**src/rtl/muldiv_sequencer.sv**
```systemverilog
// Iterative HI/LO multiply/divide unit: shift-add multiply, restoring divide, MFHI/MFLO/MTHI/MTLO.
// Define MULDIV_EARLY_OUT_EN to end multiplies early and to short-circuit divide by zero.
module muldiv_sequencer #(
  parameter int WIDTH = 32,
  parameter int CNT_W = 6
) (
  input  logic             w_clock,
  input  logic             w_reset_n,
  input  logic             w_valid_1,
  input  logic [5:0]       w_funct_6,
  input  logic [WIDTH-1:0] w_input1_x,
  input  logic [WIDTH-1:0] w_input2_x,
  output logic [WIDTH-1:0] w_output_x,
  output logic             w_busy_1,
  output logic             w_stall_1,
  output logic             w_done_1
);

  localparam logic [1:0] S_IDLE  = 2'd0;
  localparam logic [1:0] S_RUN   = 2'd1;
  localparam logic [1:0] S_FIXUP = 2'd2;

  localparam logic [5:0] F_MFHI = 6'h10;
  localparam logic [5:0] F_MTHI = 6'h11;
  localparam logic [5:0] F_MFLO = 6'h12;
  localparam logic [5:0] F_MTLO = 6'h13;

  localparam logic [CNT_W-1:0] CNT_ONE  = CNT_W'(1);
  localparam logic [CNT_W-1:0] CNT_LAST = CNT_W'(WIDTH - 1);
  localparam logic [CNT_W-1:0] CNT_FULL = CNT_W'(WIDTH);
  localparam logic [WIDTH-1:0] ALL_ONES = '1;

  logic [1:0]       state_q, state_d;
  logic [WIDTH-1:0] hi_q, hi_d, lo_q, lo_d;
  logic [CNT_W-1:0] cnt_q, cnt_d;
  logic [WIDTH-1:0] acc_q, acc_d;
  logic [WIDTH-1:0] mcand_q, mcand_d;
  logic [WIDTH-1:0] mplier_q, mplier_d;
  logic             div_q, div_d;
  logic             neg_res_q, neg_res_d;
  logic             neg_rem_q, neg_rem_d;
  logic             dz_q, dz_d;
  logic             done_q, done_d;

  logic             is_md, is_hilo, is_div_op, signed_op, early_exit;
  logic [WIDTH-1:0] mag_a, mag_b;
  logic [WIDTH:0]   sum, rem_sh, diff;
  logic [2*WIDTH-1:0] prod;

  // MULT/MULTU/DIV/DIVU are 0x18..0x1B; the HI/LO moves are 0x10..0x13.
  assign is_md     = (w_funct_6[5:2] == 4'b0110);
  assign is_hilo   = (w_funct_6[5:2] == 4'b0100);
  assign is_div_op = w_funct_6[1];
  assign signed_op = ~w_funct_6[0];
  assign mag_a     = (signed_op && w_input1_x[WIDTH-1]) ? -w_input1_x : w_input1_x;
  assign mag_b     = (signed_op && w_input2_x[WIDTH-1]) ? -w_input2_x : w_input2_x;

  assign w_busy_1  = (state_q != S_IDLE);
  assign w_stall_1 = w_busy_1 & w_valid_1 & (is_md | is_hilo);
  assign w_done_1  = done_q;

  always_comb begin
    w_output_x = '0;
    if (w_valid_1 && state_q == S_IDLE) begin
      if (w_funct_6 == F_MFHI) w_output_x = hi_q;
      else if (w_funct_6 == F_MFLO) w_output_x = lo_q;
    end
  end

  always_comb begin
    state_d    = state_q;
    hi_d       = hi_q;
    lo_d       = lo_q;
    cnt_d      = cnt_q;
    acc_d      = acc_q;
    mcand_d    = mcand_q;
    mplier_d   = mplier_q;
    div_d      = div_q;
    neg_res_d  = neg_res_q;
    neg_rem_d  = neg_rem_q;
    dz_d       = dz_q;
    done_d     = 1'b0;
    sum        = '0;
    rem_sh     = '0;
    diff       = '0;
    prod       = '0;
    early_exit = 1'b0;
    case (state_q)
      S_IDLE: begin
        if (w_valid_1 && is_md) begin
          state_d   = S_RUN;
          cnt_d     = '0;
          acc_d     = '0;
          mcand_d   = is_div_op ? mag_b : mag_a;
          mplier_d  = is_div_op ? mag_a : mag_b;
          div_d     = is_div_op;
          neg_res_d = signed_op & (w_input1_x[WIDTH-1] ^ w_input2_x[WIDTH-1]);
          neg_rem_d = signed_op & w_input1_x[WIDTH-1];
          dz_d      = is_div_op && (w_input2_x == '0);
`ifdef MULDIV_EARLY_OUT_EN
          if (is_div_op && w_input2_x == '0) begin
            state_d = S_FIXUP;
            acc_d   = mag_a;
          end
`endif
        end else if (w_valid_1 && w_funct_6 == F_MTHI) begin
          hi_d = w_input1_x;
        end else if (w_valid_1 && w_funct_6 == F_MTLO) begin
          lo_d = w_input1_x;
        end
      end
      S_RUN: begin
        cnt_d = cnt_q + CNT_ONE;
        if (div_q) begin
          // The quotient register shifts its top bit into the partial remainder.
          rem_sh   = {acc_q, mplier_q[WIDTH-1]};
          diff     = rem_sh - {1'b0, mcand_q};
          acc_d    = diff[WIDTH] ? rem_sh[WIDTH-1:0] : diff[WIDTH-1:0];
          mplier_d = {mplier_q[WIDTH-2:0], ~diff[WIDTH]};
        end else begin
          sum      = {1'b0, acc_q} + (mplier_q[0] ? {1'b0, mcand_q} : '0);
          acc_d    = sum[WIDTH:1];
          mplier_d = {sum[0], mplier_q[WIDTH-1:1]};
        end
`ifdef MULDIV_EARLY_OUT_EN
        // Unconsumed multiplier bits sit in the low WIDTH-cnt_d bits of mplier_d.
        early_exit = !div_q && ((mplier_d & (ALL_ONES >> cnt_d)) == '0);
`endif
        if (early_exit || cnt_q == CNT_LAST) state_d = S_FIXUP;
      end
      S_FIXUP: begin
        if (div_q) begin
          lo_d = dz_q ? ALL_ONES : (neg_res_q ? -mplier_q : mplier_q);
          hi_d = neg_rem_q ? -acc_q : acc_q;
        end else begin
          // Realign by the iterations skipped; zero when all WIDTH ran.
          prod = {acc_q, mplier_q} >> (CNT_FULL - cnt_q);
          if (neg_res_q) prod = -prod;
          hi_d = prod[2*WIDTH-1:WIDTH];
          lo_d = prod[WIDTH-1:0];
        end
        state_d = S_IDLE;
        done_d  = 1'b1;
      end
      default: state_d = S_IDLE;
    endcase
  end

  always_ff @(posedge w_clock) begin
    if (!w_reset_n) begin
      state_q   <= S_IDLE;
      hi_q      <= '0;
      lo_q      <= '0;
      cnt_q     <= '0;
      acc_q     <= '0;
      mcand_q   <= '0;
      mplier_q  <= '0;
      div_q     <= 1'b0;
      neg_res_q <= 1'b0;
      neg_rem_q <= 1'b0;
      dz_q      <= 1'b0;
      done_q    <= 1'b0;
    end else begin
      state_q   <= state_d;
      hi_q      <= hi_d;
      lo_q      <= lo_d;
      cnt_q     <= cnt_d;
      acc_q     <= acc_d;
      mcand_q   <= mcand_d;
      mplier_q  <= mplier_d;
      div_q     <= div_d;
      neg_res_q <= neg_res_d;
      neg_rem_q <= neg_rem_d;
      dz_q      <= dz_d;
      done_q    <= done_d;
    end
  end

endmodule

```
**config.mk**
```make
export PLATFORM = sky130hd
export DESIGN_NAME = muldiv_sequencer
export DESIGN_NICKNAME = d
export VERILOG_FILES = /design/src/rtl/muldiv_sequencer.sv
export SDC_FILE = /design/constraint.sdc
export NUM_CORES = 1
export LEC_CHECK = 0
export CORE_UTILIZATION = 40
export CTS_BUF_LIST = sky130_fd_sc_hd__clkbuf_16
export DETAILED_ROUTE_END_ITERATION = 16
export GPL_TIMING_DRIVEN = 0
export PLACE_DENSITY_LB_ADDON = 0.05
export REMOVE_ABC_BUFFERS = 1
export SLEW_MARGIN = 30
export SYNTH_ARGS = -nofsm -noshare
export SYNTH_HDL_FRONTEND = slang
export SYNTH_SLANG_ARGS = --single-unit
export TNS_END_PERCENT = 1
```
**constraint.sdc**
```tcl
create_clock -name w_clock -period 6.1 [get_ports w_clock]
set_input_delay 0.61 -clock w_clock [delete_from_list [all_inputs] [get_ports w_clock]]
set_output_delay 0.61 -clock w_clock [all_outputs]
set_load 0.01 [all_outputs]
```
==> results.sh <==
export IMPL_worstReg2RegEnd="hi_q[14]"
export IMPL_setup_slack_ps=70.6
export IMPL_cp_required_ps=6450
export IMPL_drive_gt1_share_pct=10.5
export IMPL_io_pins=108
export IMPL_cts_tree="yes"
export IMPL_synth_top_family_by_area="compound AO/OA/AOI/OAI gates"
export IMPL_insertion_delay_ps=500
export IMPL_critPathLaunchType="flop"
export IMPL_routed_via_density=6.68
export IMPL_r2r_start="cnt_q[0]"
export IMPL_initial_core_util_pct=40.6
export IMPL_finalSetupViolCount=0
export IMPL_grt_pass1_vias=22211
export IMPL_holdBufCountCts=0
export IMPL_path_cells="buf_16, inv_1, ha_4, buf_4, mux4_2, mux2i_1, mux2i_1, o211ai_1, o211ai_1, or2_0, or4b_1, or2_4, or3_1, o31ai_1, xor2_1, o22ai_1"
export IMPL_track_usage_pct=37.6
export IMPL_cp_data_arrival_time_ps=6380
export IMPL_routed_wl_met3_um=8920
export IMPL_coreArea_um2=54100
export IMPL_cts_sinks=173
export IMPL_rows=85
export IMPL_grt_pass1_wl_um=154000
export IMPL_final_antenna_net_count=0
export IMPL_wirelength_met1_um=43500
export IMPL_area_growth_syn_to_layout_pct=12.1
export IMPL_yosysUniqueCellTypes=106
export IMPL_hold_violations=0
export IMPL_cp_slowest_stage_delay_ps=590
export IMPL_vias=23737
export IMPL_grt_overflow_total=0
export IMPL_yosys_most_used_dff="dfxtp_1"
export IMPL_rsz0062_at_grt="true"
export IMPL_fmax_mhz=166
export IMPL_criticalPathCategory="flop to flop"
export IMPL_synth_area_top_cells="dfxtp_1 (16%), mux4_2 (7.6%), mux2i_1 (6.1%), nor2_1 (5.4%), xnor2_1 (5.3%)"
export IMPL_crit_start="cnt_q[0]"
export IMPL_die_h_um=237
export IMPL_wl_per_cell_um=30.1
export IMPL_clock_skew_ps=15.2
export IMPL_dp_hpwl_um=83200
export IMPL_die_area_um2=56000
export IMPL_hold_class="flop to flop"
export IMPL_cp_max_fo=39
export IMPL_reg2regPathDepth=16
export IMPL_nets=2991
export IMPL_numPortBuffers=107
export IMPL_synth_xor_area_share_pct=8.90
export IMPL_synth_edf_count=0
export IMPL_avgSynthCellArea_um2=7.52
export IMPL_cts_buffers=17
export IMPL_grt_max_degree=103
export IMPL_ys_seq_elements=173
export IMPL_power_density_nw_per_um2=134
export IMPL_power_leakage_nw=9.13
export IMPL_wirelength_um=107000
export IMPL_die_x_um=237
export IMPL_antenna_found_initial=3
export IMPL_synth_top_area_share_pct=15.7
export IMPL_route_top_layer_used="met4"
export IMPL_irDropWorstVdd_v=0.000245
export IMPL_synth_compound_area_share_pct=28.2
export IMPL_synthesis_area_um2=22000
export IMPL_fin_crit_ps=6030
export IMPL_slowest_stage="or4b_1"
export IMPL_layout_commonest_cell="nor2_1"
export IMPL_max_slew_margin_pct=29.2
export IMPL_endpoint_kind="flop"
export IMPL_layout_common_cells="nor2_1 (310), nand2_1 (284), a21oi_1 (195), dfxtp_1 (169), o21ai_0 (163)"
export IMPL_reg2reg_slack_ps=70
export IMPL_yosysWarnings=0
export IMPL_tightest_slew_ps=1060
export IMPL_synth_top_area_cell="dfxtp_1"
export IMPL_syn_inst=2925
export IMPL_dr_pass1_iters=6
export IMPL_post_route_period_util_pct=98.8
export IMPL_async_reset_ff_share_pct=0
export IMPL_cts_htree_levels=4
export IMPL_remaining_drc_errors=0
export IMPL_drtIter0Drc=2889
export IMPL_path_clk_slew_ps=80
export IMPL_maxSlewViolCount=0
export IMPL_yosys_area_share_adder_pct=4.22
export IMPL_synth_seq_area_share_pct=15.7
export IMPL_status="finished clean"
export IMPL_wl_met2_um=47200
export IMPL_max_cap_violations=0
export IMPL_gp_congestion=0.970
export IMPL_n_antenna_cell=0
export IMPL_cts_root_buf="clkbuf_16"
export IMPL_yosys_mux_area_fraction_pct=15.6
export IMPL_critPathCapture="hi_q[14]"
export IMPL_yosys_area_share_simple_pct=20.6
export IMPL_total_power_w=0.00331
export IMPL_pre_cts_slack_ps=-778
export IMPL_clk_path_buf_depth=2
-- flip-flops by register name (all words and copies together) (netlist names) --
name and cells:
state_q 2, mcand_q 32, dz_q 1, div_q 1, w_done_1 1, neg_rem_q 1
hi_q 32, cnt_q 6, acc_q 32, neg_res_q 1, lo_q 32, mplier_q 32
-- how the worst min path moves through the flow --
| stage | start | end | slack, ps | depth (start not counted) |
|---|---|---|---|---|
| 2_1_floorplan | mcand_q[18] | mcand_q[18] | 430 | 2 |
| 3_3_place_gp | lo_q[24] | lo_q[24] | 440 | 2 |
| 3_5_place_dp | mcand_q[16] | mcand_q[16] | 450 | 2 |
| 4_1_cts | w_reset_n | cnt_q[3] | 450 | 3 |
| 5_1_grt | w_reset_n | mplier_q[27] | 490 | 2 |
| 6_report | mcand_q[16] | mcand_q[16] | 450 | 2 |
-- synthesized netlist by cell type (all sizes together) (72+ instances only) --
library cell and number:
buf 76, clkbuf 184, mux4 74, inv 80, nand3 72, nand2 287
xor2 89, dfxtp 173, mux2i 134, o21ai 177, a211oi 106, nor2 319
a21oi 197, xnor2 133
-- repair_timing --
action / CTS / global route
buffers inserted: 6 / 4
setup endpoints to repair: 36 / 18
gates resized for setup: 14 / 10
pin swaps: 2 / 1
-- power breakdown --
part | leakage, nW | internal (W) | switching [W]
combinational | 7.44 | 0.000371 | 0.000603
sequential | 1.40 | 0.00114 | 0.0000463
clock | 0.295 | 0.000594 | 0.000556
-- per-stage QoR --
step / hold slack (ps) / instances / area [um^2] / TNS, ps / util (%)
after floorplan: 432 / 2665 / 20800 / -210910 / -
after global placement: 443 / 3468 / 22800 / -583620 / 42.1
after detailed placement: 451 / 3512 / 23800 / -14020 / 44.0
after CTS: 450 / 3550 / 24600 / 0 / 45.4
after global routing: 489 / 3554 / 24700 / -144 / 45.5
final: 455 / 3554 / 24700 / 0 / 45.5
-- area by class of cell --
class | instances | area [um^2]
Inverter | 81 | 312
Multi-Input combinational cell | 2411 | 17400
Sequential cell | 173 | 3480
Tap cell | 696 | 871
Clock buffer | 18 | 450
Fill cell | 5454 | 29500
Clock inverter | 14 | 130
Timing Repair Buffer | 161 | 2010
-- kinds of logic (layout without fill, tap and decap cells) --
logic type,after synthesis,count (layout)
compound gates,914,914
xor+xnor,222,222
fa+ha+maj,73,73
buf+inv,341,274
flops,173,173
simple gates,956,956
mux,246,246
-- metal layers --
| metal | up-vias | track usage [%] |
|---|---|---|
| met5 | - | 0 |
| li1 | 10765 | - |
| met2 | 1256 | 58.0 |
| met1 | 11462 | 48.9 |
| met3 | 254 | 6.30 |
| met4 | 0 | 23.3 |
-- worst max-delay path, delay by kind of cell, from the launching register on --
| kind | cells | cell delay (ps) |
|---|---|---|
| AOI/OAI and AO/OA | 4 | 1260 |
| xor gates and xnor gates | 1 | 310 |
| adders and majority gates | 1 | 350 |
| buffers and inverters | 3 | 680 |
| DFF | 1 | 390 |
| muxes | 3 | 1090 |
| and+or+nand+nor | 4 | 1770 |
(Power assumes the default switching activity.)
